==> src/rtl/cube_pkg.sv <==
// Shared definitions for the cube pipeline: cube sample width/range and the
// accumulator stage FSM encoding.
package cube_pkg;

    localparam int unsigned CUBE_W   = 12;
    localparam int unsigned CUBE_MAX = 3375;

    typedef logic [CUBE_W-1:0] cube_t;

    typedef enum logic {
        ACC,
        HOLD
    } state_t;

endpackage

==> src/rtl/sat_add.sv <==
// Combinational unsigned saturating adder: acc + sample, clamped to the
// accumulator range with an overflow flag.
module sat_add
    import cube_pkg::*;
#(
    parameter int unsigned ACC_W = 16,
    parameter int unsigned IN_W  = CUBE_W
) (
    input  logic [ACC_W-1:0] i_a,
    input  logic [IN_W-1:0]  i_b,
    output logic [ACC_W-1:0] o_sum,
    output logic             o_overflow
);

    // One extra bit catches the carry out of the accumulator range.
    logic [ACC_W:0] w_full;

    assign w_full     = {1'b0, i_a} + {{(ACC_W + 1 - IN_W){1'b0}}, i_b};
    assign o_overflow = w_full[ACC_W];
    assign o_sum      = w_full[ACC_W] ? {ACC_W{1'b1}} : w_full[ACC_W-1:0];

endmodule

==> src/rtl/cube_accum.sv <==
// Sums blocks of N accepted cube samples and presents each block sum on a
// valid/ready port with sticky per-block saturation.
module cube_accum
    import cube_pkg::*;
#(
    parameter int unsigned N     = 8,
    parameter int unsigned IN_W  = CUBE_W,
    parameter int unsigned ACC_W = 16
) (
    input  logic             clk,
    input  logic             rst_n,
    input  logic             i_clear,
    input  logic             i_in_valid,
    input  logic [IN_W-1:0]  i_in_data,
    output logic             o_in_ready,
    output logic             o_out_valid,
    input  logic             i_out_ready,
    output logic [ACC_W-1:0] o_out_sum,
    output logic             o_out_sat
);

    localparam int unsigned CNT_W = $clog2(N);
    localparam logic [CNT_W-1:0] LAST = CNT_W'(N - 1);

    state_t           r_state;
    logic [ACC_W-1:0] r_acc;
    logic [CNT_W-1:0] r_cnt;
    logic             r_sat_acc;
    logic             r_out_valid;
    logic [ACC_W-1:0] r_out_sum;
    logic             r_out_sat;

    logic [ACC_W-1:0] w_sum;
    logic             w_overflow;
    logic             w_accept;

    sat_add #(
        .ACC_W (ACC_W),
        .IN_W  (IN_W)
    ) u_sat_add (
        .i_a        (r_acc),
        .i_b        (i_in_data),
        .o_sum      (w_sum),
        .o_overflow (w_overflow)
    );

    assign o_in_ready = (r_state == ACC) && !i_clear;
    assign w_accept   = i_in_valid && o_in_ready;

    always_ff @(posedge clk or negedge rst_n) begin
        if (!rst_n) begin
            r_state     <= ACC;
            r_acc       <= '0;
            r_cnt       <= '0;
            r_sat_acc   <= 1'b0;
            r_out_valid <= 1'b0;
            r_out_sum   <= '0;
            r_out_sat   <= 1'b0;
        end else if (i_clear) begin
            // Abort the block; out_sum/out_sat are left as-is behind out_valid=0.
            r_state     <= ACC;
            r_acc       <= '0;
            r_cnt       <= '0;
            r_sat_acc   <= 1'b0;
            r_out_valid <= 1'b0;
        end else begin
            case (r_state)
                ACC: begin
                    if (w_accept) begin
                        if (r_cnt == LAST) begin
                            r_out_sum   <= w_sum;
                            r_out_sat   <= r_sat_acc | w_overflow;
                            r_out_valid <= 1'b1;
                            r_acc       <= '0;
                            r_cnt       <= '0;
                            r_sat_acc   <= 1'b0;
                            r_state     <= HOLD;
                        end else begin
                            r_acc     <= w_sum;
                            r_sat_acc <= r_sat_acc | w_overflow;
                            r_cnt     <= r_cnt + 1'b1;
                        end
                    end
                end
                HOLD: begin
                    if (i_out_ready) begin
                        r_out_valid <= 1'b0;
                        r_state     <= ACC;
                    end
                end
            endcase
        end
    end

    assign o_out_valid = r_out_valid;
    assign o_out_sum   = r_out_sum;
    assign o_out_sat   = r_out_sat;

endmodule
==> config.mk <==
export PLATFORM = sky130hd
export DESIGN_NAME = cube_accum
export DESIGN_NICKNAME = d
export VERILOG_FILES = /design/src/rtl/cube_pkg.sv /design/src/rtl/sat_add.sv /design/src/rtl/cube_accum.sv
export SDC_FILE = /design/constraint.sdc
export NUM_CORES = 1
export LEC_CHECK = 0
export ABC_CLOCK_PERIOD_IN_PS = 2200
export CELL_PAD_IN_SITES_DETAIL_PLACEMENT = 0
export CELL_PAD_IN_SITES_GLOBAL_PLACEMENT = 1
export CORE_MARGIN = 2
export CORE_UTILIZATION = 45
export CTS_CLUSTER_DIAMETER = 30
export DETAILED_ROUTE_END_ITERATION = 8
export DONT_BUFFER_PORTS = 1
export PLACE_DENSITY = 0.82
export SETUP_SLACK_MARGIN = 0.3
export SYNTH_ARGS = -nofsm -noshare
export SYNTH_HDL_FRONTEND = slang
export SYNTH_HIERARCHICAL = 1
export SYNTH_SLANG_ARGS = --single-unit
==> constraint.sdc <==
create_clock -name clk -period 2.2 [get_ports clk]
set_input_delay 0.66 -clock clk [delete_from_list [all_inputs] [get_ports clk]]
set_output_delay 0.66 -clock clk [all_outputs]
set_load 0.02 [all_outputs]
# Word-level counts from Yosys, hierarchy flattened
# Cells that the tools add are included.
# word_totals
out_inout_bits,19
in_bits,17
n_memories,0
mem_bits_ro,0
latch_bits,0
elab_cells,47
mem_bits_rw,0
reg_bits,39
# op_classes
shifts,0
div_mod_pow,0
n_reduce_logical,7
n_eq_ne,5
add_sub_neg,2
order_cmp,0
mul,0
n_mux,23
n_bitwise,3
# op_table
op,n
$mux W16,5
$add A16 B12 Y17,1
$mux W1,12
$mux W3,4
$ne A3 B3 Y1 const B,2
$pmux W1 S2,2
$reduce_and A4 Y1,1
$add A3 B1 Y3 const B,1
$eq A3 B3 Y1 const B,1
$ne A3 B2 Y1 const B,1
$reduce_and A3 Y1,1
$logic_and A1 B1 Y1,2
$ne A2 B2 Y1 const B,1
$not A1 Y1,2
$reduce_and A2 Y1,1
$reduce_bool A2 Y1,1
$logic_not A1 Y1,1
$or A1 B1 Y1,1

# Depth between registers and ports, before layout
# Gate-level depths: netlist of the first run.
# depth
depth_word,6
depth_mapped,10
depth_no_buf,9

# By module
# The synthesis of the first run kept the hierarchy.
# modules_own_cells
module,cells_each,n_inst,area_per_inst_um2,seq_area_each_um2
cube_accum,102,1,1575.3,975.9
sat_add,99,1,720.7,0.0

# Worst setup path before layout of the first run
# OpenSTA, ideal clock, no wires.
# synth_timing
path_type,input -> register
start,input i_in_data[0]
end,"register r_out_sum[15], in the netlist o_out_sum[15]"
path_slack_ps,-474
n_path_buf,0
required_ps,2075
cell_stages,8
setup_ps,125
arrival_ps,2549
path_cell_list,ha_1 -> fa_1 -> nand3_1 -> a211oi_2 -> nor4_2 -> o21ai_0 -> mux2_2 -> mux2_4
# synth_via
elab_chain_len,2
# synth_lines
element,line_no,source
start: declaration,cube_accum.sv:14,"input logic [IN_W-1:0] i_in_data,"
$add A16 B12 Y17,sat_add.sv:18,"assign w_full = {1'b0, i_a} + {{(ACC_W + 1 - IN_W){1'b0}}, i_b};"
$mux W16,sat_add.sv:20,assign o_sum = w_full[ACC_W] ? {ACC_W{1'b1}} : w_full[ACC_W-1:0];
via w_sum[15],cube_accum.sv:33,logic [ACC_W-1:0] w_sum;
end signal: assignment,cube_accum.sv:71,r_out_sum <= w_sum;
end: declaration,cube_accum.sv:30,logic [ACC_W-1:0] r_out_sum;
# The timed path passes the listed nets, and every way through them passes these cells.
# A chain may end at the register's enable or synchronous reset.

# Worst setup path in the final report of the first run
# layout_timing
start,register r_acc[5]
end,"register r_out_sum[14], in the netlist o_out_sum[14]"
# layout_via
elab_chain_len,2
# layout_lines
element,line_no,source
start: declaration,cube_accum.sv:26,logic [ACC_W-1:0] r_acc;
start signal: assignment,cube_accum.sv:79,r_acc <= w_sum;
$add A16 B12 Y17,sat_add.sv:18,
$mux W16,sat_add.sv:20,
via w_sum[14],cube_accum.sv:33,
# The timed path passes the listed nets, and every way through them passes these cells.

==> results of run 1 <==
-- critical path, delay by kind of cell, from the launching register on --
| family | cells | cell delay [ns] |
|---|---|---|
| adder cells (fa/ha/maj) | 1 | 0.27 |
| flip-flops | 1 | 0.42 |
| multiplexers | 1 | 0.27 |
| AND/OR/NAND/NOR | 3 | 0.82 |
| AO/OA/AOI/OAI | 2 | 0.34 |
-- kinds of logic after synthesis --
group / after synthesis
buffers and inverters: 13
muxes: 20
DFF: 39
adders and majority gates: 16
xor gates and xnor gates: 9
and+or+nand+nor: 45
AOI/OAI and AO/OA: 59
-- final cells by class --
type                       count  area share, %
clock inverter                 1          0.169
sequential                    39           33.0
multi-input combinational    150           53.0
timing repair buffer          30           7.75
tap                           67           2.84
clock buffer                   6           2.79
inverter                       3          0.466
-- where the power goes --
part           total [W]  switching (W)  internal [W]
Sequential      0.000801      0.0000456      0.000755
Clock           0.000486       0.000240      0.000246
Combinational   0.000744       0.000360      0.000384
Total            0.00203       0.000646       0.00138
-- cell usage after synthesis (3+ instances only) --
cell type	number
sky130_fd_sc_hd__dfrtp_1	39
sky130_fd_sc_hd__a22o_1	16
sky130_fd_sc_hd__ha_1	15
sky130_fd_sc_hd__nand2_1	15
sky130_fd_sc_hd__a21oi_1	12
sky130_fd_sc_hd__mux2_2	10
sky130_fd_sc_hd__nor2_1	9
sky130_fd_sc_hd__mux2_4	7
sky130_fd_sc_hd__a21o_1	6
sky130_fd_sc_hd__o21ai_0	6
sky130_fd_sc_hd__xor2_1	5
sky130_fd_sc_hd__nand4_1	4
sky130_fd_sc_hd__xnor2_1	4
sky130_fd_sc_hd__buf_2	3
sky130_fd_sc_hd__inv_1	3
sky130_fd_sc_hd__mux2i_1	3
sky130_fd_sc_hd__nand3_1	3
-- layer usage --
metal	part of all wire, %	global-route usage (%)	vias up
li1	-	-	809
met1	44	27.3	877
met2	50	35.7	47
met3	4.6	5.56	11
met4	1.6	8.19	0
met5	0	0	-
-- final timing paths --
path / endpoint / slack [ns] / depth (start not counted)
hold reg to reg: r_acc[11] / 0.54 / 1
max in group asynchronous: r_acc[4] / 2.06 / 0
setup / recovery: o_out_sum[14] / -0.04 / 7
min in group clk: r_sat_acc / 0.43 / 1
hold / removal: o_out_sum[11] / 0.06 / 0
setup reg to reg: o_out_sum[14] / -0.04 / 7
-- registers in the layout (all words and copies together), names as in the netlist --
signal	cells
r_acc	16
o_out_valid	1
o_out_sat	1
r_state	1
o_out_sum	16
r_sat_acc	1
r_cnt	3
-- metrics by stage --
step	power, W	hold slack (ns)
3_5_place_dp	0.00143	0.365
5_1_grt	0.00212	0.0382
2_1_floorplan	0.00125	0.364
6_report	0.00203	0.0568
4_1_cts	0.00200	0.0468
3_3_place_gp	0.00141	0.365
-- what timing repair did --
action | in CTS | in global routing
setup buffers | 4 | 1
gates resized for setup | 25 | 9
setup endpoints to repair | 34 | 34
pin swaps | 14 | 3
cloned | 1 | 0
==> results_tabular.tex, run 1 <==
\begin{tabular}{lr}
\hline
Metric & Value \\
\hline
\multicolumn{2}{l}{\textbf{Run status}} \\
Outcome & finished, violations left \\
Violated checks & setup timing \\
\multicolumn{2}{l}{\textbf{Yosys}} \\
Distinct cell type count after synthesis & 49 \\
Part of the Yosys area used for sequential elements & 42.5\% \\
Avg Inst Size Synth & 11.4 um\^{}2 \\
Post-Synth Simple-Gate Area & 11.4\% \\
Fraction of synthesized area in multiplexers & 10.8\% \\
Synthesis warning total & 6 \\
Count of flip-flops with a built-in enable after synthesis & 0 \\
Post-Synthesis Cells & 201 \\
Count of state elements after synthesis & 39 \\
Netlist area before placement & 2300 um\^{}2 \\
Asr flop ratio synth & 100\% \\
Share of the synthesized netlist area taken by xor and xnor gates & 3.43\% \\
Area share of the largest cell type after synthesis & 42.5\% \\
Cell types with the largest area share after synthesis & sky130\_fd\_sc\_hd\_\_dfrtp\_1, sky130\_fd\_sc\_hd\_\_ha\_1, sky130\_fd\_sc\_hd\_\_a22o\_1 \\
Top cell type by total area after synthesis & sky130\_fd\_sc\_hd\_\_dfrtp\_1 \\
Mapped Nets & 234 \\
Top FF cell, synth & sky130\_fd\_sc\_hd\_\_dfrtp\_1 \\
Synth Area in Adders & 9.05\% \\
Fraction of the mapped netlist area in compound gates & 18.7\% \\
Combinational family with the most area after synthesis & compound AO/OA/AOI/OAI gates \\
\multicolumn{2}{l}{\textbf{STA}} \\
Top achievable clock speed & 447 MHz \\
Final worst setup slack & -0.0371 ns \\
Total Negative Setup Slacks & -0.324 ns \\
Setup skew after layout & 0.00582 ns \\
RSZ-0062 raised after global routing & true \\
Tightest Pin Transition & 0.418 ns \\
Number of slew-limit violations in the final report & 0 \\
Part of the cycle the worst path needs & 102\% \\
Min Clock Period, post-route & 2.24 ns \\
Number of setup violations in the final report & 17 \\
Worst slew slack as a fraction of its limit & 72.1\% \\
Final-report hold violation count & 0 \\
\multicolumn{2}{l}{\textbf{Placed design}} \\
Placed instance area & 2680 um\^{}2 \\
Count of buffers inserted at the top-level ports & 0 \\
Instance count after placement with tap cells included & 283 \\
Post-detailed-placement half-perimeter wirelength & 4.09 mm \\
Placer congestion estimate & 0.911 \\
Setup WS pre-CTS & -0.294 ns \\
\multicolumn{2}{l}{\textbf{Drt}} \\
Post-detailed-route wirelength per cell & 19.3 um \\
Via count normalized by instance count & 5.89 \\
Final WL & 5.71 mm \\
Total via count in the routed design & 1744 \\
Number of design rule violations left after detail routing & 0 \\
Number of DRC markers after the initial detailed-route iteration & 92 \\
Antenna Nets Post-Route & 0 \\
Length of the first detailed-routing pass in iterations & 4 \\
\multicolumn{2}{l}{\textbf{Clocking}} \\
Cts bufs inserted & 5 \\
Hold bufs inserted after CTS & 0 \\
Clock Tree Buf Depth & 2 \\
Clk sink count & 39 \\
Cell chosen for the clock root & sky130\_fd\_sc\_hd\_\_clkbuf\_8 \\
Clock slew at reported path FFs & 0.08 ns \\
CTS tree & done \\
H-tree depth reported by CTS & 2 \\
Clock insertion delay at the later pin of the skew report & 0.29 ns \\
\multicolumn{2}{l}{\textbf{Layout}} \\
Fin nets & 262 \\
Number of diodes & 0 \\
Footprint of the flip-flops and latches & 976 um\^{}2 \\
Final cell count without fillers & 296 \\
Post-synthesis to final-layout area growth & 28.7\% \\
Design Area, Final & 2960 um\^{}2 \\
Highest-count cells in the layout ignoring fill and taps & sky130\_fd\_sc\_hd\_\_dfrtp\_1, sky130\_fd\_sc\_hd\_\_buf\_4, sky130\_fd\_sc\_hd\_\_a22o\_1 \\
Layout cells sized above 1 & 45.9\% \\
Fill cell total of the finished layout & 398 \\
Share of the core filled with cells in the final layout & 61.4\% \\
Total area of multi-input combinational cells & 1570 um\^{}2 \\
Most common cell after layout, fill and taps aside & sky130\_fd\_sc\_hd\_\_dfrtp\_1 \\
\multicolumn{2}{l}{\textbf{Floorplan}} \\
Boundary Pins & 36 \\
Die X-Extent & 75.4 um \\
Die area & 5690 um\^{}2 \\
Die Y & 75.4 um \\
Effective utilization at floorplan & 47.7\% \\
Placeable Area & 4820 um\^{}2 \\
Num rows & 25 \\
\multicolumn{2}{l}{\textbf{Global route}} \\
First-pass GRT wire length & 9.23 mm \\
Initial antenna violation count & 0 \\
Via count of the first global-routing pass & 1902 \\
Maximum number of pins on one net before global-route repair & 40 \\
GRT Resource Usage Total & 21.6\% \\
Global route total overflow & 0 \\
\multicolumn{2}{l}{\textbf{Worst setup path}} \\
Worst setup SP type & flop \\
CP required & 2.38 ns \\
Biggest fanout along the worst timing path & 8 \\
Arrival time of the worst setup path & 2.41 ns \\
Category of the most critical setup path & flop to flop \\
Master of the slowest instance on the critical path & sky130\_fd\_sc\_hd\_\_dfrtp\_1 \\
Critical Path Max Stage Delay & 0.42 ns \\
Timing startpoint of the critical path & r\_acc[5] \\
Crit path capture type & flop \\
Cells traversed along the worst timing path & ha\_4 > a21oi\_2 > o22ai\_2 > nor4\_4 > or3\_4 > nand3\_4 > mux2\_4 \\
Reg2reg start & r\_acc[5] \\
\multicolumn{2}{l}{\textbf{Pwr}} \\
Power density normalized to cell area & 687 nW/um\^{}2 \\
Worst voltage drop across the vdd grid & 0.298 mV \\
P\_leak & 1.37 nW \\
\multicolumn{2}{l}{\textbf{Flow run}} \\
Count of maximum capacitance violations & 0 \\
\multicolumn{2}{l}{\textbf{Worst hold path}} \\
Min-Delay Path Class & input port to asynchronous set/reset pin \\
\hline
\end{tabular}
Note: power is estimated with default switching activity, not from simulation.
==> inputs of run 2 (changes only) <==
--- a/config.mk
+++ b/config.mk
@@ -13,6 +13,7 @@
 export CTS_CLUSTER_DIAMETER = 30
 export DETAILED_ROUTE_END_ITERATION = 8
 export DONT_BUFFER_PORTS = 1
+export GPL_TIMING_DRIVEN = 0
 export PLACE_DENSITY = 0.82
 export SETUP_SLACK_MARGIN = 0.3
 export SYNTH_ARGS = -nofsm -noshare
==> run 2 against run 1 <==
Effect of this change:
- die area did not move
- the run still ends with setup timing left
- hold slack improved by 0.0024 ns
- sequential cell count did not move
==> results_tabular.tex, run 2 (synthesis gave the netlist of run 1 again) <==
\begin{tabular}{lr}
\hline
Metric & Value \\
\hline
\multicolumn{2}{l}{\textbf{STA}} \\
Final worst setup slack & -0.209 ns \\
Worst slew slack as a fraction of its limit & 63.2\% \\
Number of setup violations in the final report & 29 \\
Top achievable clock speed & 415 MHz \\
Tightest Pin Transition & 0.552 ns \\
Final-report hold violation count & 0 \\
Hold slack final & 0.0592 ns \\
RSZ-0062 raised after global routing & true \\
Number of slew-limit violations in the final report & 0 \\
Min Clock Period, post-route & 2.41 ns \\
Part of the cycle the worst path needs & 109\% \\
Total Negative Setup Slacks & -2.15 ns \\
Setup skew after layout & 0.00989 ns \\
\multicolumn{2}{l}{\textbf{Layout}} \\
Post-synthesis to final-layout area growth & 31.2\% \\
Fin nets & 261 \\
Highest-count cells in the layout ignoring fill and taps & sky130\_fd\_sc\_hd\_\_dfrtp\_1, sky130\_fd\_sc\_hd\_\_buf\_4, sky130\_fd\_sc\_hd\_\_a22o\_1 \\
Most common cell after layout, fill and taps aside & sky130\_fd\_sc\_hd\_\_dfrtp\_1 \\
Share of the core filled with cells in the final layout & 62.5\% \\
Number of diodes & 0 \\
Layout cells sized above 1 & 44.1\% \\
Fill cell total of the finished layout & 367 \\
\multicolumn{2}{l}{\textbf{Global route}} \\
Global route total overflow & 0 \\
First-pass GRT wire length & 8.74 mm \\
Maximum number of pins on one net before global-route repair & 40 \\
Initial antenna violation count & 0 \\
GRT Resource Usage Total & 20.3\% \\
Via count of the first global-routing pass & 1805 \\
\multicolumn{2}{l}{\textbf{Worst setup path}} \\
Master of the slowest instance on the critical path & sky130\_fd\_sc\_hd\_\_dfrtp\_1 \\
Crit path capture type & flop \\
CP required & 2.37 ns \\
Family with the most delay on the worst path & compound AO/OA/AOI/OAI gates \\
Number of buffers and inverters on the critical path & 0 \\
Arrival time of the worst setup path & 2.58 ns \\
Cells traversed along the worst timing path & ha\_4 > a21oi\_1 > a2bb2oi\_1 > o211ai\_1 > nand4\_1 > mux2\_4 > mux2\_4 \\
Most frequent cell on the critical path & sky130\_fd\_sc\_hd\_\_mux2\_4 \\
Biggest fanout along the worst timing path & 6 \\
Worst setup SP type & flop \\
Category of the most critical setup path & flop to flop \\
Critical Path Max Stage Delay & 0.43 ns \\
\multicolumn{2}{l}{\textbf{Floorplan}} \\
Placeable Area & 4820 um\^{}2 \\
Num rows & 25 \\
Boundary Pins & 36 \\
Die Y & 75.4 um \\
Die area & 5690 um\^{}2 \\
Effective utilization at floorplan & 47.7\% \\
Die X-Extent & 75.4 um \\
\multicolumn{2}{l}{\textbf{Clocking}} \\
Hold bufs inserted after CTS & 0 \\
Clk sink count & 39 \\
Cts bufs inserted & 5 \\
Clock Tree Buf Depth & 2 \\
Cell chosen for the clock root & sky130\_fd\_sc\_hd\_\_clkbuf\_8 \\
H-tree depth reported by CTS & 2 \\
CTS tree & done \\
Clock insertion delay at the later pin of the skew report & 0.29 ns \\
Clock slew at reported path FFs & 0.08 ns \\
\multicolumn{2}{l}{\textbf{Placed design}} \\
Placer congestion estimate & 0.878 \\
Post-detailed-placement half-perimeter wirelength & 3.86 mm \\
Count of buffers inserted at the top-level ports & 0 \\
\multicolumn{2}{l}{\textbf{Pwr}} \\
Proportion of power drawn by combinational gates & 38.0\% \\
PnR Total Power & 0.00204 W \\
Power density normalized to cell area & 676 nW/um\^{}2 \\
Worst voltage drop across the vdd grid & 0.487 mV \\
Switch share & 32.9\% \\
Internal portion of total power & 0.00137 W \\
Switching component of the power & 0.000670 W \\
Share of total power in sequential cells & 39.4\% \\
Part of the total power dissipated in the clock network & 22.6\% \\
P\_leak & 1.38 nW \\
\multicolumn{2}{l}{\textbf{Drt}} \\
Total via count in the routed design & 1730 \\
Number of DRC markers after the initial detailed-route iteration & 50 \\
Post-detailed-route wirelength per cell & 18.6 um \\
Via count normalized by instance count & 5.84 \\
Antenna Nets Post-Route & 0 \\
Number of design rule violations left after detail routing & 0 \\
Final WL & 5.51 mm \\
Length of the first detailed-routing pass in iterations & 4 \\
\multicolumn{2}{l}{\textbf{Worst hold path}} \\
Min-Delay Path Class & input port to asynchronous set/reset pin \\
\multicolumn{2}{l}{\textbf{Run status}} \\
Outcome & finished, violations left \\
Violated checks & setup timing \\
\multicolumn{2}{l}{\textbf{Flow run}} \\
Count of maximum capacitance violations & 0 \\
\hline
\end{tabular}
run 2: cell count changes in the layout (fill, tap and decap cells not counted), sizes merged:
cell,previous run,this run
buf,30,29
clkinvlp,0,1
or3,2,1
clkbuf,6,7
run 2: worst paths after layout:
kind	startpoint	to	slack (ns)	cells after the start
worst max-delay path	r_acc[8]	o_out_sum[15]	-0.21	7
worst min-delay path	rst_n	r_acc[9]	0.06	0
worst max register to register	r_acc[8]	o_out_sum[15]	-0.21	7
worst min register to register	r_acc[4]	r_acc[4]	0.53	1
max in group asynchronous	rst_n	r_acc[1]	2.05	0
min in group clk	r_acc[4]	r_acc[4]	0.53	1
run 2: final cells by class:
class | instances | area (um^2) | share of cell area (%)
Timing Repair Buffer | 20 | 170 | 5.65
Sequential cell | 39 | 977 | 32.4
Clock buffer | 6 | 72.6 | 2.41
Buffer | 10 | 111 | 3.70
Tap cell | 67 | 83.8 | 2.78
Inverter | 3 | 11.3 | 0.374
Multi-Input combinational cell | 149 | 1570 | 52.2
Clock inverter | 2 | 12.5 | 0.415
run 2: through the flow:
step | area, um^2 | std cells | setup WS, ns
4_1_cts | 2930 | 291 | -0.183
3_5_place_dp | 2590 | 268 | -0.442
5_1_grt | 3010 | 296 | -0.277
6_report | 3010 | 296 | -0.209
3_3_place_gp | 2590 | 268 | -0.363
2_1_floorplan | 2500 | 201 | -0.153
run 2: power groups by stage:
stage                     clock [W]  combinational [W]  sequential, W
after floorplan                   0           0.000451       0.000804
after global placement            0           0.000533       0.000814
after detailed placement          0           0.000550       0.000818
after CTS                  0.000476           0.000713       0.000801
after global routing       0.000511           0.000824       0.000807
final                      0.000460           0.000773       0.000802
run 2: worst reg2reg max path, delay by kind of cell, from the launching register on:
| kind | cells | cell delay (ns) |
|---|---|---|
| AOI/OAI and AO/OA | 3 | 0.82 |
| adders and majority gates | 1 | 0.30 |
| DFF | 1 | 0.43 |
| muxes | 2 | 0.58 |
| and+or+nand+nor | 1 | 0.16 |
run 2: per-layer routing:
layer	track usage, %	vias to the layer above	part of all wire [%]
met5	0	-	0
met4	4.87	0	0.94
met3	4.76	6	4.7
met2	35.6	43	53
met1	25.4	876	41
li1	-	805	-
run 2: what timing repair did:
action / 4_1_cts / 5_1_grt
endpoints found under the setup margin: 34 / 34
endpoints found under the hold margin: 0 / 0
cloned: 1 / 0
resized for setup: 32 / 10
pin swaps: 23 / 13
setup buffers: 14 / 5
